**src/rtl/mmio_pkg.sv**
```systemverilog
`default_nettype none
// ============================================================================
// Module   : mmio_pkg
// Purpose  : Shared constants for the MMIO device controller: default I/O
//            window base, register offsets within the window, the bit layout
//            of the per-device control registers, and helpers that compute
//            the next control state and its read-back word.
// Revision : 1.0 - initial release
// ============================================================================
package mmio_pkg;

    localparam logic [31:0] c_IO_BASE_DEFAULT = 32'hF000_0000;

    // Offsets are taken from address bits [27:0]; bits [1:0] are ignored
    localparam logic [27:0] c_OFF_HEX   = 28'h000;
    localparam logic [27:0] c_OFF_LEDR  = 28'h004;
    localparam logic [27:0] c_OFF_LEDG  = 28'h008;
    localparam logic [27:0] c_OFF_KDATA = 28'h010;
    localparam logic [27:0] c_OFF_SDATA = 28'h014;
    localparam logic [27:0] c_OFF_TCNT  = 28'h020;
    localparam logic [27:0] c_OFF_TLIM  = 28'h024;
    localparam logic [27:0] c_OFF_KCTRL = 28'h110;
    localparam logic [27:0] c_OFF_SCTRL = 28'h114;
    localparam logic [27:0] c_OFF_TCTL  = 28'h120;

    localparam int c_BIT_READY   = 0;
    localparam int c_BIT_OVERRUN = 2;
    localparam int c_BIT_IE      = 8;

    typedef struct packed {
        logic ie;
        logic ovr;
        logic ready;
    } ctrl_t;

    // An event always wins over a clearing read so it cannot be lost; in
    // that same cycle the overrun flag is left alone. An event also wins
    // over a software clear of overrun.
    function automatic ctrl_t ctrl_next(
        input ctrl_t cur,
        input logic  evt,
        input logic  clr_rd,
        input logic  wr,
        input logic  wr_ovr,
        input logic  wr_ie
    );
        ctrl_t nxt;
        nxt = cur;
        if (evt)
            nxt.ready = 1'b1;
        else if (clr_rd)
            nxt.ready = 1'b0;
        if (evt && cur.ready && !clr_rd)
            nxt.ovr = 1'b1;
        else if (wr && !wr_ovr)
            nxt.ovr = 1'b0;
        if (wr)
            nxt.ie = wr_ie;
        return nxt;
    endfunction

    function automatic logic [31:0] ctrl_word(input ctrl_t c);
        logic [31:0] w;
        w = '0;
        w[c_BIT_READY]   = c.ready;
        w[c_BIT_OVERRUN] = c.ovr;
        w[c_BIT_IE]      = c.ie;
        return w;
    endfunction

endpackage
`default_nettype wire

```
**src/rtl/mmio_dev_ctrl_if.sv**
```systemverilog
`default_nettype none
// ============================================================================
// Module   : mmio_dev_ctrl_if
// Purpose  : Data-memory-side bus between the pipeline and the MMIO
//            controller.
//            addr  - byte address      wrtEn - store strobe
//            rdEn  - load strobe       dIn   - store data
//            dOut  - read data         sel   - address hits the I/O window
// Revision : 1.0 - initial release
// ============================================================================
interface mmio_dev_ctrl_if #(
    parameter int DBITS = 32
);
    logic [DBITS-1:0] addr;
    logic             wrtEn;
    logic             rdEn;
    logic [DBITS-1:0] dIn;
    logic [DBITS-1:0] dOut;
    logic             sel;

    modport master (output addr, wrtEn, rdEn, dIn, input dOut, sel);
    modport slave  (input addr, wrtEn, rdEn, dIn, output dOut, sel);
endinterface
`default_nettype wire

```
**src/rtl/mmio_debounce.sv**
```systemverilog
`default_nettype none
// ============================================================================
// Module   : mmio_debounce
// Purpose  : Two-flop synchroniser followed by an optional stability filter.
//            With CYCLES <= 1 the synchronised value is passed straight
//            through and any bit change is an event.
//            clk, reset - clock, synchronous active-high reset
//            din        - raw asynchronous input
//            dout       - synchronised / debounced value
//            evt        - one-cycle pulse when dout is about to change
//                         (debounced) or has just changed (sync only)
// Revision : 1.0 - initial release
// ============================================================================
module mmio_debounce #(
    parameter int WIDTH  = 1,
    parameter int CYCLES = 1
) (
    input  wire logic             clk,
    input  wire logic             reset,
    input  wire logic [WIDTH-1:0] din,
    output logic      [WIDTH-1:0] dout,
    output logic                  evt
);

    logic [WIDTH-1:0] r_s1;
    logic [WIDTH-1:0] r_s2;

    always_ff @(posedge clk) begin
        if (reset) begin
            r_s1 <= '0;
            r_s2 <= '0;
        end else begin
            r_s1 <= din;
            r_s2 <= r_s1;
        end
    end

    generate
        if (CYCLES <= 1) begin : g_sync_only
            logic [WIDTH-1:0] r_prev;

            always_ff @(posedge clk) begin
                if (reset)
                    r_prev <= '0;
                else
                    r_prev <= r_s2;
            end

            assign dout = r_s2;
            assign evt  = (r_s2 != r_prev);
        end else begin : g_debounce
            localparam int c_CW = $clog2(CYCLES);

            logic [c_CW-1:0]  r_cnt;
            logic [WIDTH-1:0] r_cand;
            logic [WIDTH-1:0] r_out;
            logic             w_stable;

            assign w_stable = (r_s2 == r_cand) && (r_cnt == c_CW'(CYCLES - 1));
            // Counter saturates once stable; only a differing candidate commits
            assign evt      = w_stable && (r_cand != r_out);
            assign dout     = r_out;

            always_ff @(posedge clk) begin
                if (reset) begin
                    r_cnt  <= '0;
                    r_cand <= '0;
                    r_out  <= '0;
                end else if (r_s2 != r_cand) begin
                    r_cand <= r_s2;
                    r_cnt  <= '0;
                end else if (!w_stable) begin
                    r_cnt  <= r_cnt + c_CW'(1);
                end else if (evt) begin
                    r_out  <= r_cand;
                end
            end
        end
    endgenerate

endmodule
`default_nettype wire

```
**src/rtl/mmio_dev_ctrl.sv**
```systemverilog
`default_nettype none
// ============================================================================
// Module   : mmio_dev_ctrl
// Purpose  : Memory-mapped I/O block for KEY/SW/HEX/LEDR/LEDG plus a tick
//            timer, with per-device ready/overrun/IE control registers and
//            an aggregate registered interrupt.
//            clk, reset - clock, synchronous active-high reset
//            bus        - data-memory bus (addr/wrtEn/rdEn/dIn/dOut/sel)
//            key        - raw push-buttons, active-low
//            sw         - raw slide switches
//            ledr, ledg - LED registers
//            hex        - seven-segment nibble register
//            intr       - interrupt request
// Revision : 1.0 - initial release
// ============================================================================
module mmio_dev_ctrl
    import mmio_pkg::*;
#(
    parameter int          DBITS           = 32,
    parameter int          KEY_BITS        = 4,
    parameter int          SW_BITS         = 10,
    parameter int          LEDR_BITS       = 10,
    parameter int          LEDG_BITS       = 8,
    parameter int          HEX_BITS        = 16,
    parameter int          DEBOUNCE_CYCLES = 500000,
    parameter int          TICK_CYCLES     = 50000,
    parameter logic [31:0] IO_BASE         = c_IO_BASE_DEFAULT
) (
    input  wire logic                 clk,
    input  wire logic                 reset,
    mmio_dev_ctrl_if.slave            bus,
    input  wire logic [KEY_BITS-1:0]  key,
    input  wire logic [SW_BITS-1:0]   sw,
    output logic      [LEDR_BITS-1:0] ledr,
    output logic      [LEDG_BITS-1:0] ledg,
    output logic      [HEX_BITS-1:0]  hex,
    output logic                      intr
);

    localparam int c_PW = (TICK_CYCLES > 1) ? $clog2(TICK_CYCLES) : 1;

    // ---------------- address decode ----------------
    logic [27:0] w_off;
    logic        w_sel;
    logic        w_wr;
    logic        w_rd;
    logic        w_unused_addr;

    assign w_sel         = (bus.addr[DBITS-1 -: 4] == IO_BASE[31:28]);
    assign w_off         = {bus.addr[27:2], 2'b00};
    assign w_wr          = bus.wrtEn & w_sel;
    assign w_rd          = bus.rdEn & w_sel;
    assign w_unused_addr = ^bus.addr[1:0];
    assign bus.sel       = w_sel;

    // ---------------- state ----------------
    logic [HEX_BITS-1:0]  r_hex;
    logic [LEDR_BITS-1:0] r_ledr;
    logic [LEDG_BITS-1:0] r_ledg;
    logic [DBITS-1:0]     r_tcnt;
    logic [DBITS-1:0]     r_tlim;
    logic [c_PW-1:0]      r_presc;
    ctrl_t                r_kctl;
    ctrl_t                r_sctl;
    ctrl_t                r_tctl;
    logic                 r_intr;

    assign hex  = r_hex;
    assign ledr = r_ledr;
    assign ledg = r_ledg;
    assign intr = r_intr;

    // ---------------- input paths ----------------
    logic [KEY_BITS-1:0] w_kdata;
    logic [SW_BITS-1:0]  w_sdata;
    logic                w_kevt;
    logic                w_sevt;

    mmio_debounce #(.WIDTH(KEY_BITS), .CYCLES(1)) u_key (
        .clk   (clk),
        .reset (reset),
        .din   (~key),
        .dout  (w_kdata),
        .evt   (w_kevt)
    );

    mmio_debounce #(.WIDTH(SW_BITS), .CYCLES(DEBOUNCE_CYCLES)) u_sw (
        .clk   (clk),
        .reset (reset),
        .din   (sw),
        .dout  (w_sdata),
        .evt   (w_sevt)
    );

    // ---------------- timer ----------------
    logic w_tick;
    logic w_twrap;
    logic w_tevt;
    logic w_wr_tcnt;
    logic w_wr_tlim;

    assign w_wr_tcnt = w_wr && (w_off == c_OFF_TCNT);
    assign w_wr_tlim = w_wr && (w_off == c_OFF_TLIM);
    assign w_tick    = (r_presc == c_PW'(TICK_CYCLES - 1));
    assign w_twrap   = (r_tlim != '0) && (r_tcnt == r_tlim - DBITS'(1));
    // A software TCNT write overrides the tick, so no wrap happens then
    assign w_tevt    = w_tick && w_twrap && !w_wr_tcnt;

    // ---------------- control strobes ----------------
    logic w_clr_k;
    logic w_clr_s;
    logic w_clr_t;
    logic w_wr_kctl;
    logic w_wr_sctl;
    logic w_wr_tctl;

    assign w_clr_k   = w_rd && (w_off == c_OFF_KDATA);
    assign w_clr_s   = w_rd && (w_off == c_OFF_SDATA);
    assign w_clr_t   = w_rd && (w_off == c_OFF_TCNT);
    assign w_wr_kctl = w_wr && (w_off == c_OFF_KCTRL);
    assign w_wr_sctl = w_wr && (w_off == c_OFF_SCTRL);
    assign w_wr_tctl = w_wr && (w_off == c_OFF_TCTL);

    always_ff @(posedge clk) begin
        if (reset) begin
            r_hex   <= '0;
            r_ledr  <= '0;
            r_ledg  <= '0;
            r_tcnt  <= '0;
            r_tlim  <= '0;
            r_presc <= '0;
            r_kctl  <= '0;
            r_sctl  <= '0;
            r_tctl  <= '0;
            r_intr  <= 1'b0;
        end else begin
            if (w_wr && (w_off == c_OFF_HEX))
                r_hex <= bus.dIn[HEX_BITS-1:0];
            if (w_wr && (w_off == c_OFF_LEDR))
                r_ledr <= bus.dIn[LEDR_BITS-1:0];
            if (w_wr && (w_off == c_OFF_LEDG))
                r_ledg <= bus.dIn[LEDG_BITS-1:0];

            if (w_wr_tlim || w_tick)
                r_presc <= '0;
            else
                r_presc <= r_presc + c_PW'(1);

            if (w_wr_tlim)
                r_tlim <= bus.dIn;

            if (w_wr_tcnt)
                r_tcnt <= bus.dIn;
            else if (w_tick)
                r_tcnt <= w_twrap ? '0 : r_tcnt + DBITS'(1);

            r_kctl <= ctrl_next(r_kctl, w_kevt, w_clr_k, w_wr_kctl,
                                bus.dIn[c_BIT_OVERRUN], bus.dIn[c_BIT_IE]);
            r_sctl <= ctrl_next(r_sctl, w_sevt, w_clr_s, w_wr_sctl,
                                bus.dIn[c_BIT_OVERRUN], bus.dIn[c_BIT_IE]);
            r_tctl <= ctrl_next(r_tctl, w_tevt, w_clr_t, w_wr_tctl,
                                bus.dIn[c_BIT_OVERRUN], bus.dIn[c_BIT_IE]);

            r_intr <= (r_kctl.ready & r_kctl.ie) |
                      (r_sctl.ready & r_sctl.ie) |
                      (r_tctl.ready & r_tctl.ie);
        end
    end

    // ---------------- read mux ----------------
    logic [DBITS-1:0] w_rdata;

    always_comb begin
        w_rdata = '0;
        case (w_off)
            c_OFF_HEX:   w_rdata = DBITS'(r_hex);
            c_OFF_LEDR:  w_rdata = DBITS'(r_ledr);
            c_OFF_LEDG:  w_rdata = DBITS'(r_ledg);
            c_OFF_KDATA: w_rdata = DBITS'(w_kdata);
            c_OFF_SDATA: w_rdata = DBITS'(w_sdata);
            c_OFF_TCNT:  w_rdata = r_tcnt;
            c_OFF_TLIM:  w_rdata = r_tlim;
            c_OFF_KCTRL: w_rdata = DBITS'(ctrl_word(r_kctl));
            c_OFF_SCTRL: w_rdata = DBITS'(ctrl_word(r_sctl));
            c_OFF_TCTL:  w_rdata = DBITS'(ctrl_word(r_tctl));
            default:     w_rdata = '0;
        endcase
        if (!w_sel)
            w_rdata = '0;
    end

    assign bus.dOut = w_rdata;

endmodule
`default_nettype wire

```
**src/flat_wrapper.sv**
```systemverilog
// flat-port wrapper written by rule: the top's interface ports become plain ports
module mmio_dev_ctrl_flat import mmio_pkg::*;
#(
    parameter int          DBITS           = 32,
    parameter int          KEY_BITS        = 4,
    parameter int          SW_BITS         = 10,
    parameter int          LEDR_BITS       = 10,
    parameter int          LEDG_BITS       = 8,
    parameter int          HEX_BITS        = 16,
    parameter int          DEBOUNCE_CYCLES = 500000,
    parameter int          TICK_CYCLES     = 50000,
    parameter logic [31:0] IO_BASE         = c_IO_BASE_DEFAULT
)
  (clk, reset, key, sw, ledr, ledg, hex, intr, bus_addr, bus_wrtEn, bus_rdEn, bus_dIn, bus_dOut, bus_sel);
  mmio_dev_ctrl_if #(.DBITS(DBITS)) bus_i ();
  input  wire logic clk;
  input  wire logic reset;
  input  wire logic [KEY_BITS-1:0] key;
  input  wire logic [SW_BITS-1:0] sw;
  output logic      [LEDR_BITS-1:0] ledr;
  output logic      [LEDG_BITS-1:0] ledg;
  output logic      [HEX_BITS-1:0] hex;
  output logic intr;
  input wire logic [$bits(bus_i.addr)-1:0] bus_addr;
  input wire logic [$bits(bus_i.wrtEn)-1:0] bus_wrtEn;
  input wire logic [$bits(bus_i.rdEn)-1:0] bus_rdEn;
  input wire logic [$bits(bus_i.dIn)-1:0] bus_dIn;
  output wire logic [$bits(bus_i.dOut)-1:0] bus_dOut;
  output wire logic [$bits(bus_i.sel)-1:0] bus_sel;
  assign bus_i.addr = bus_addr;
  assign bus_i.wrtEn = bus_wrtEn;
  assign bus_i.rdEn = bus_rdEn;
  assign bus_i.dIn = bus_dIn;
  assign bus_dOut = bus_i.dOut;
  assign bus_sel = bus_i.sel;
  mmio_dev_ctrl #(.DBITS(DBITS), .KEY_BITS(KEY_BITS), .SW_BITS(SW_BITS), .LEDR_BITS(LEDR_BITS), .LEDG_BITS(LEDG_BITS), .HEX_BITS(HEX_BITS), .DEBOUNCE_CYCLES(DEBOUNCE_CYCLES), .TICK_CYCLES(TICK_CYCLES), .IO_BASE(IO_BASE)) u_core (.clk(clk), .reset(reset), .bus(bus_i), .key(key), .sw(sw), .ledr(ledr), .ledg(ledg), .hex(hex), .intr(intr));
endmodule
```
**config.mk**
```make
export PLATFORM = sky130hd
export DESIGN_NAME = mmio_dev_ctrl_flat
export DESIGN_NICKNAME = d
export VERILOG_FILES = /design/src/rtl/mmio_pkg.sv /design/src/rtl/mmio_dev_ctrl_if.sv /design/src/rtl/mmio_debounce.sv /design/src/rtl/mmio_dev_ctrl.sv /design/src/flat_wrapper.sv
export SDC_FILE = /design/constraint.sdc
export NUM_CORES = 1
export LEC_CHECK = 0
export CORE_MARGIN = 1.5
export CORE_UTILIZATION = 50
export DETAILED_ROUTE_END_ITERATION = 8
export GPL_TIMING_DRIVEN = 0
export PLACE_DENSITY_LB_ADDON = 0.05
export REMOVE_ABC_BUFFERS = 1
export SKIP_CTS_REPAIR_TIMING = 1
export SYNTH_ARGS = -nofsm -noshare
export SYNTH_HDL_FRONTEND = slang
export SYNTH_SLANG_ARGS = --single-unit
```
**constraint.sdc**
```tcl
create_clock -name clk -period 6.8 [get_ports clk]
set_input_delay 1.36 -clock clk [delete_from_list [all_inputs] [get_ports clk]]
set_output_delay 1.36 -clock clk [all_outputs]
set_load 0.01 [all_outputs]
```
# Word-level counts from Yosys, hierarchy flattened
# Index checks and enable logic that the tools add are counted.
# word_totals
regBits,195
latchBits,0
ramBits,0
romBits,0
output_inout_bits,68
word_cells,114
mem_count,0
# classes
add_sub_neg,4
mul,0
div_mod_pow,0
n_lt_le_gt_ge,0
eq_ne,17
n_shift,0
muxes,17
bitwise_logic,9
reduce_logical,43
# op_table
cell,n
32-bit one-hot mux with 10 select lines,1
32-bit two-way mux,4
26-bit by 7-bit equality test with 1-bit output (second input constant),3
26-bit by 3-bit equality test with 1-bit output (second input constant),2
26-bit by 4-bit equality test with 1-bit output (second input constant),2
32-bit by 1-bit adder with 32-bit output (second input constant),1
32-bit equality test,1
32-bit nonzero test,1
32-bit by 1-bit subtractor with 32-bit output (second input constant),1
28-bit zero test,1
26-bit by 1-bit equality test with 1-bit output (second input constant),1
26-bit by 2-bit equality test with 1-bit output (second input constant),1
1-bit logical AND,25
10-bit inequality test,2
19-bit by 1-bit adder with 19-bit output (second input constant),1
19-bit equality test (second input constant),1
16-bit by 1-bit adder with 16-bit output (second input constant),1
16-bit equality test (second input constant),1
2-bit nonzero test,7
1-bit two-way mux,12
10-bit equality test,1
1-bit bitwise AND,5
1-bit zero test,5
4-bit equality test (second input constant),1
7 further kinds,9

# Longest topological paths before layout
# Gate-level depths: netlist of run 1.
# logic_depth
depth_word,8
depth_mapped,15

# Cells and area by module
# From an unflattened synthesis of run 1, not the netlist that was laid out.
# unflattened
cells_unflattened,1310
hier_area_um2,10497.6
# by_module_without_submodules
mod,instances,cells_per_inst,area_each_um2,seq_area_each_um2
mmio_dev_ctrl,1,1043,7762.4,2482.4
mmio_debounce at u_core.u_sw,1,237,2327.2,1181.1
mmio_debounce at u_core.u_key,1,30,407.9,240.2

# Worst setup path before layout of run 1
# OpenSTA, ideal clock, no wires.
# synth_path
path_kind,input to output
startpoint,input port bus_addr[14]
endpoint,output port bus_dOut[1]
arrival_ns,3.383
slack_ns,2.057
path_stages,8
path_buffers,2
cell_sequence,nor4_1 nand3_1 or3_1 clkbuf_1 nor4b_2 clkbuf_1 a22oi_1 a31oi_1
# synth_via
elab_chain_len,3
elab_cells_between_ends,12
# synth_rtl
item,line_no,text
start: declaration,flat_wrapper.sv:24,input wire logic [$bits(bus_i.addr)-1:0] bus_addr;
26-bit by 7-bit equality test with 1-bit output (tied with other cells),mmio_dev_ctrl.sv:175,case (w_off)
32-bit one-hot mux with 10 select lines *,mmio_dev_ctrl.sv:175,
32-bit two-way mux *,mmio_dev_ctrl.sv:188,if (!w_sel)
end: declaration,flat_wrapper.sv:28,output wire logic [$bits(bus_i.dOut)-1:0] bus_dOut;
# Mark *: on every way between the ends. The rest lies on a longest branch, timed or not.

# Final worst setup path of run 1
# layout_path
startpoint,input port bus_addr[2]
endpoint,output port bus_dOut[2]
# The elaborated chain is that of the path after synthesis.

==> results of run 1 <==
==> critical path, delay by kind of cell <==
kind	cells	cell delay [ns]
buffers and inverters	2	1.68
AND/OR/NAND/NOR	3	1.26
AO/OA/AOI/OAI	3	0.69
==> synthesized netlist by cell type, types with 3 or more instances <==
cell type	instances	area, um2
dfxtp_1	195	3904
nor2_1	178	668.1
nand2_1	163	611.8
clkbuf_1	88	330.3
a21oi_1	72	360.4
xor2_1	58	508.0
mux2i_1	57	570.6
nand3_1	50	250.2
xnor2_1	50	437.9
nor2b_1	48	300.3
nor3_1	35	175.2
o21ai_0	28	140.1
nor4_1	27	168.9
nand4_1	23	143.9
a22oi_1	21	157.7
a31oi_1	20	125.1
a222oi_1	14	140.1
a211oi_1	13	97.59
inv_1	13	48.80
or3_1	13	81.33
and3_1	12	75.07
or4_1	9	67.56
and2_1	8	50.05
o211ai_1	8	60.06
buf_1	6	22.52
or2_2	6	37.54
a221oi_1	5	43.79
and4_1	5	43.79
buf_6	5	56.30
ha_1	5	62.56
nand2b_1	5	31.28
a22o_1	4	35.03
a311oi_1	4	35.03
nor3b_1	4	30.03
o31ai_1	4	30.03
a211o_1	3	26.28
buf_2	3	15.01
o21a_1	3	22.52
o21ai_1	3	15.01
o31a_1	3	26.28
==> logic make-up after synthesis <==
group | count (synthesis)
and+or+nand+nor | 599
AOI/OAI and AO/OA | 219
DFF | 195
buffers and inverters | 116
xor gates and xnor gates | 108
muxes | 57
adders and majority gates | 5
==> metal layers <==
metal | up-vias | global-route usage | wire length, um
li1 | 4685 | - | -
met1 | 4467 | 0.3416 | 12700
met2 | 284 | 0.4367 | 13430
met3 | 32 | 0.03656 | 1310
met4 | 0 | 0.07222 | 374
met5 | - | 0 | 0
==> sequential cells by signal, summed over array words and instances (netlist names) <==
signal	cells
u_core.u_key.dout	4
u_core.ledg	8
u_core.u_sw.g_debounce.r_cnt	19
u_core.r_tcnt	32
u_core.u_sw.r_s2	10
u_core.r_tctl	3
u_core.r_kctl	3
u_core.u_sw.g_debounce.r_cand	10
u_core.r_tlim	32
u_core.intr	1
u_core.hex	16
u_core.r_presc	16
u_core.r_sctl	3
u_core.u_key.r_s1	4
u_core.u_sw.r_s1	10
u_core.u_key.g_sync_only.r_prev	4
u_core.ledr	10
u_core.u_sw.dout	10
==> power breakdown <==
part	internal [mW]	total, mW	switching (mW)
registers	1.16	1.18	0.0177
clock network	0.505	1.01	0.503
logic	0.0688	0.126	0.0568
==> through the flow <==
step                        util  hold slack (ns)  instances
after floorplan                -           0.4130       1196
after global placement    0.5769           0.4163       1613
after detailed placement  0.5855           0.4204       1620
after CTS                 0.6150           0.4403       1652
after global routing      0.6151           0.4597       1652
final                     0.6151           0.4393       1652
==> final cells by class <==
class,count,share of cell area
clock buffer,18,0.03529
timing repair buffer,154,0.1299
sequential,195,0.3137
multi-input combinational,988,0.4775
clock inverter,14,0.01257
inverter,13,0.003921
tap,270,0.02714
==> worst min path at each step <==
stage	start	depth (start not counted)	slack, ns	end
2_1_floorplan	u_core.r_presc[0]	1	0.41	u_core.r_presc[0]
3_3_place_gp	u_core.u_sw.r_s1[1]	1	0.42	u_core.u_sw.r_s2[1]
3_5_place_dp	u_core.u_sw.r_s1[0]	1	0.42	u_core.u_sw.r_s2[0]
4_1_cts	u_core.u_sw.r_s1[0]	1	0.44	u_core.u_sw.r_s2[0]
5_1_grt	u_core.u_sw.r_s1[0]	1	0.46	u_core.u_sw.r_s2[0]
6_report	u_core.u_sw.r_s1[1]	1	0.44	u_core.u_sw.r_s2[1]
==> summary.txt, run 1 <==
Logic synthesis
  – Compound-gate portion of the synthesized area: 0.1403
  – Top_reg_cell synth: dfxtp_1
  – Avg Inst Size Synth: 7.923 um2
  – Simple-gate share of the synthesized area: 0.2806
  – Synth Area in Adders: 0.006078
  – EDFF count, synth: 0
  – Post-Synth XOR/XNOR Area: 0.09190
  – Distinct cells, synth: 61
  – Flops & latches, synth: a little under 200
  – Register area share after synthesis: 0.3793
  – Synth async-reset ratio: 0
  – Post-synthesis mux area share: 0.05543
  – Cells after Synth: 1299
  – Largest family of logic cells by synthesized area: simple AND/OR/NAND/NOR gates
  – Post-Syn Area: 10290 um2
  – Ys Warns: 0

Clocking
  – Clock Latency Late Sink: 0.44 ns
  – CTS Sinks: a little under 200
  – Root Driver: clkbuf_16
  – CTS tree: yes
  – Clk buf depth: 2
  – Clk slew on worst S/H paths: ~0.08 ns
  – TritonCTS Buffers: 17
  – H-tree lvl count: 4

Global routing
  – First-pass GRT wire length: 45240 um
  – GR Overflow Total: 0
  – Vias in the first global route: slightly below 9000
  – Largest net degree at the start of global routing: roughly 120
  – Initial antenna violation count: 0
  – GRT Util Overall: 0.2575

Pwr
  – Max VDD drop: approximately 0.15 mV
  – Total power: 2.310 mW
  – Pwr Density: between 150 and 200 nW/um2
  – Static leakage: 4.663 nW

Setup path
  – Maximum fanout along the worst path: 16
  – CP required: 5.44 ns
  – RR Startpoint: u_core.r_tlim[0]
  – R2R cell count: 11
  – Reg2reg setup slack: roughly 1.6 ns
  – R2R Path End: u_core.r_tcnt[6]
  – Slowest stage cell, crit path: clkdlybuf4s50_1
  – Critical path class: input pin to output pin
  – Worst Setup SP: bus_addr[2]
  – CP dominant cell by count: clkdlybuf4s50_1
  – Arr. time, crit path: 5.01 ns
  – Max stage delay on crit path: 1.08 ns
  – Crit path to: bus_dOut[2]
  – Crit path launch type: input pin
  – Critical-path cell list: clkdlybuf4s50_1 -> nor2b_1 -> nand2_1 -> nor2_1 -> a22o_1 -> a221oi_1 -> a31oi_1 -> clkdlybuf4s50_1
  – CP Capture Type: output pin

Layout
  – Commonest non-fill, non-tap cell in the layout: dfxtp_1
  – Filler cell count: 1840
  – Most frequent cells in the layout: 195 x dfxtp_1, 177 x nor2_1, 161 x nand2_1
  – Multi-input logic area: 5943 um2
  – Antenna cells: 0
  – Nets: between 1000 and 1500
  – Design area: 12450 um2
  – Register area: 3904 um2
  – Area delta synth->final: 20.92%
  – Share of layout cells above drive strength 1: 0.04124

Die
  – I/O pin count: 150
  – Die Y: approximately 150 um
  – Initial Util: 0.5087
  – Die Wd: between 100 and 150 um
  – FP Rows: 52
  – Core Area: around 20000 um2
  – Die area: 21450 um2

STA
  – Max Clock Skew: around 0.012 ns
  – Finish-stage setup viols: 0
  – Min cycle time layout: around 6.4 ns
  – Pins Over Slew Limit: 0
  – Final Hold Vio Count: 0
  – Crit share post-route: 0.9360
  – RSZ-0062 raised after global routing: no
  – Setup_tns: 0 ns
  – Fmax: approximately 0.16 GHz
  – Final WS setup: 0.4349 ns
  – Relative slew slack: 0.07324
  – Worst slew pin tran: ~1.4 ns

Place
  – DP Area: 11850 um2
  – RD Place Congestion: 0.8470
  – DP Worst Slack: between 0.5 and 0.6 ns
  – Port Buf Inserts: 147
  – Final HPWL DP: roughly 19000 um

Route
  – Detail Route Antenna Nets: 0
  – Iteration count of the initial detailed-routing pass: 6
  – DRC: 0
  – Post-Route WL: 27820 um
  – Vias/cell: 5.731
  – Detailed-route wire length per cell: 16.84 um
  – Initial DRC count: slightly below 700
  – DR vias: 9468

Hold path
  – Worst hold path class: register to register

Run status
  – Outcome: complete, no violations

Run
  – Max-capacitance violation count: 0
(Power assumes the default switching activity.)
==> inputs of run 2 (changes only) <==
- PLACE_DENSITY_LB_ADDON: 0.05 -> 0.2
==> run 2 against run 1 <==
Register-to-register slack worse by 0.41 ns. Critical endpoint is now bus_dOut[1]. Sequential power hardly changed. Sequential share of layout area is 0.15 points lower. Cell count hardly changed. Setup slack better by 0.14 ns. Global-route usage is 0.50 points higher. Largest cell class unchanged. Maximum frequency is 2.3% higher. Clock skew is 0.0012 ns lower. Total power is 2.6% higher.
==> summary.txt, run 2 (synthesized netlist as in run 1, its figures left out) <==
Run status
  – Outcome: complete, no violations

Setup path
  – RR Startpoint: u_core.r_tlim[0]
  – Slowest stage cell, crit path: nor4b_4
  – Arr. time, crit path: 4.86 ns (-0.15 ns)
  – Reg2reg setup slack: 1.20 ns (-0.41 ns)
  – Max stage delay on crit path: 0.80 ns (-0.28 ns)
  – Crit path buffers/inverters: 3 (+1)
  – Critical-path cell list: clkdlybuf4s50_1 -> nor4_1 -> nand3_1 -> or3_1 -> nor4b_4 -> buf_8 -> a22oi_1 -> a31oi_1 -> clkdlybuf4s50_1
  – Crit-path leading delay family: simple AND/OR/NAND/NOR gates
  – Critical path class: input pin to output pin
  – CP Capture Type: output pin
  – Maximum fanout along the worst path: 13 (-3)
  – R2R cell count: 11 (unchanged)
  – Crit path launch type: input pin
  – CP required: 5.44 ns (about the same)
  – R2R Path End: u_core.r_tcnt[6]
  – CP dominant cell by count: clkdlybuf4s50_1

Die
  – I/O pin count: 150 (unchanged)
  – Core Area: 20230 um2 (unchanged)
  – Initial Util: 0.5087 (unchanged)
  – Die Wd: 146.5 um (unchanged)
  – Die area: 21450 um2 (unchanged)
  – Die Y: 146.5 um (unchanged)
  – FP Rows: 52 (unchanged)

STA
  – Crit share post-route: 0.9147 (-0.02129)
  – Worst slew pin tran: 1.360 ns (-0.02722 ns)
  – Pins Over Slew Limit: 0 (unchanged)
  – Min cycle time layout: 6.220 ns (-0.1448 ns)
  – Final Hold Vio Count: 0 (unchanged)
  – Finish-stage setup viols: 0 (unchanged)
  – Fmax: 0.1608 GHz (+2.3%)
  – Relative slew slack: 0.09143 (+0.01819)
  – Max Clock Skew: 0.01045 ns (-0.001237 ns)
  – RSZ-0062 raised after global routing: no
  – Setup_tns: 0 ns (unchanged)

Layout
  – Filler cell count: 1801 (-2.1%)
  – Share of layout cells above drive strength 1: 0.04124 (unchanged)
  – Final cell count without fillers: 1653 (+0.061%)
  – Biggest regs: u_core.r_tcnt: 32 flops, u_core.r_tlim: 32 flops, u_core.u_sw.g_debounce.r_cnt: 19 flops
  – Nets: 1456 (unchanged)
  – Multi-input logic area: 5946 um2 (about the same)
  – Area delta synth->final: 21.49%
  – Commonest non-fill, non-tap cell in the layout: dfxtp_1
  – Final core occ: 0.6180 (+0.002907)
  – Register area: 3904 um2 (unchanged)
  – Most frequent cells in the layout: 195 x dfxtp_1, 177 x nor2_1, 162 x nand2_1

Run
  – Max-capacitance violation count: 0 (unchanged)

Hold path
  – Worst hold start: u_core.u_key.r_s1[1]
  – Hold endpoint: u_core.u_key.dout[1]
  – WHS Path Cells: 1 (unchanged)
  – Worst hold path class: register to register

Route
  – DRC: 0 (unchanged)
  – Detail Route Antenna Nets: 0 (unchanged)
  – Vias/cell: 5.766 (+0.60%)
  – DR vias: 9531 (+0.67%)
  – Initial DRC count: 740 (+7.4%)
  – Iteration count of the initial detailed-routing pass: 8 (+2)
  – Detailed-route wire length per cell: 16.93 um (+0.55%)
  – Post-Route WL: 27990 um (+0.61%)

Clocking
  – H-tree lvl count: 4 (unchanged)
  – CTS Sinks: 195 (unchanged)
  – CTS tree: yes
  – Clock Latency Late Sink: 0.45 ns (about the same)
  – Root Driver: clkbuf_16
  – TritonCTS Buffers: 17 (unchanged)
  – Clk slew on worst S/H paths: 0.08 ns (about the same)
  – Clk buf depth: 2 (unchanged)

Place
  – Port Buf Inserts: 147 (unchanged)
  – Final HPWL DP: 19410 um (about the same)
  – Placed insts: 1620 (unchanged)
  – RD Place Congestion: 0.9090 (+7.3%)

Global routing
  – Vias in the first global route: 8914 (+0.91%)
  – GR Overflow Total: 0 (unchanged)
  – Largest net degree at the start of global routing: 115 (-3.4%)
  – First-pass GRT wire length: 45630 um (+0.85%)
  – GRT Util Overall: 0.2625 (+0.005044)
  – Initial antenna violation count: 1 (+1)

Pwr
  – Max VDD drop: 0.1585 mV (+7.1%)
  – Switch share: 0.2644 (+0.01435)
  – Static leakage: 4.680 nW (+0.36%)
  – Clk pwr share: 0.451 (+0.014)
  – Pwr Density: 189.6 nW/um2 (+2.2%)
  – Psw: 0.6270 mW (+8.5%)
  – P_int: 1.744 mW (+0.69%)
  – Sequential power share: 0.496 (-0.013)
  – Gate power share: 0.053 (about the same)
==> run 2: how the worst max path moves through the flow <==
stage	from	end	slack, ns	cells after the start
detailed placement	bus_addr[21]	bus_dOut[10]	0.34	9
floorplan	bus_addr[14]	bus_dOut[8]	1.15	7
CTS	bus_addr[21]	bus_dOut[15]	0.34	9
global route	bus_addr[21]	bus_dOut[1]	0.32	9
finish	bus_addr[21]	bus_dOut[1]	0.58	9
global placement	bus_addr[21]	bus_dOut[5]	-1.48	8
==> run 2: worst register-to-register path, cell delays in order, from the launching register on <==
cell	delay [ns]
dfxtp_1	0.45
inv_1	0.14
ha_1	0.39
nor3b_1	0.60
nand2_1	0.46
or4_1	0.67
a2111oi_2	0.38
nand4_1	0.16
nor4b_2	0.45
nand2_1	0.89
or3_1	0.71
nor3b_1	0.16
==> run 2: power groups by stage <==
stage / clock network, mW / registers, mW / logic (mW)
after global routing: 1.13 / 1.18 / 0.137
final: 1.07 / 1.18 / 0.125
after CTS: 1.08 / 1.18 / 0.125
after detailed placement: 0 / 1.20 / 0.124
after global placement: 0 / 1.20 / 0.122
after floorplan: 0 / 1.20 / 0.0431
==> run 2: layer usage <==
metal / routed length (um) / GRT usage / vias to the layer above
met4: 701 / 0.09899 / 0
met1: 12570 / 0.3465 / 4434
met2: 12660 / 0.4261 / 361
met3: 2048 / 0.04969 / 45
li1: - / - / 4691
met5: 0 / 0 / -
==> run 2: stage by stage <==
stage          cell area (um2)  power, mW  worst slack (ns)  hold slack, ns
6_report                 12500      2.371            0.5797          0.4399
2_1_floorplan             9863      1.241             1.154          0.4130
4_1_cts                  12500      2.382            0.3374          0.4426
3_5_place_dp             11860      1.327            0.3425          0.4227
3_3_place_gp             11670      1.325            -1.482          0.4157
5_1_grt                  12500      2.443            0.3204          0.4601
==> run 2: cell type report <==
class	instances	area share
inverters	13	0.003902
flip-flops and latches	195	0.3122
repair buffers	154	0.1299
multi-input cells	988	0.4755
clock inverters	15	0.01731
diodes	1	0.0002001
clock buffers	17	0.03402
well taps	270	0.02702
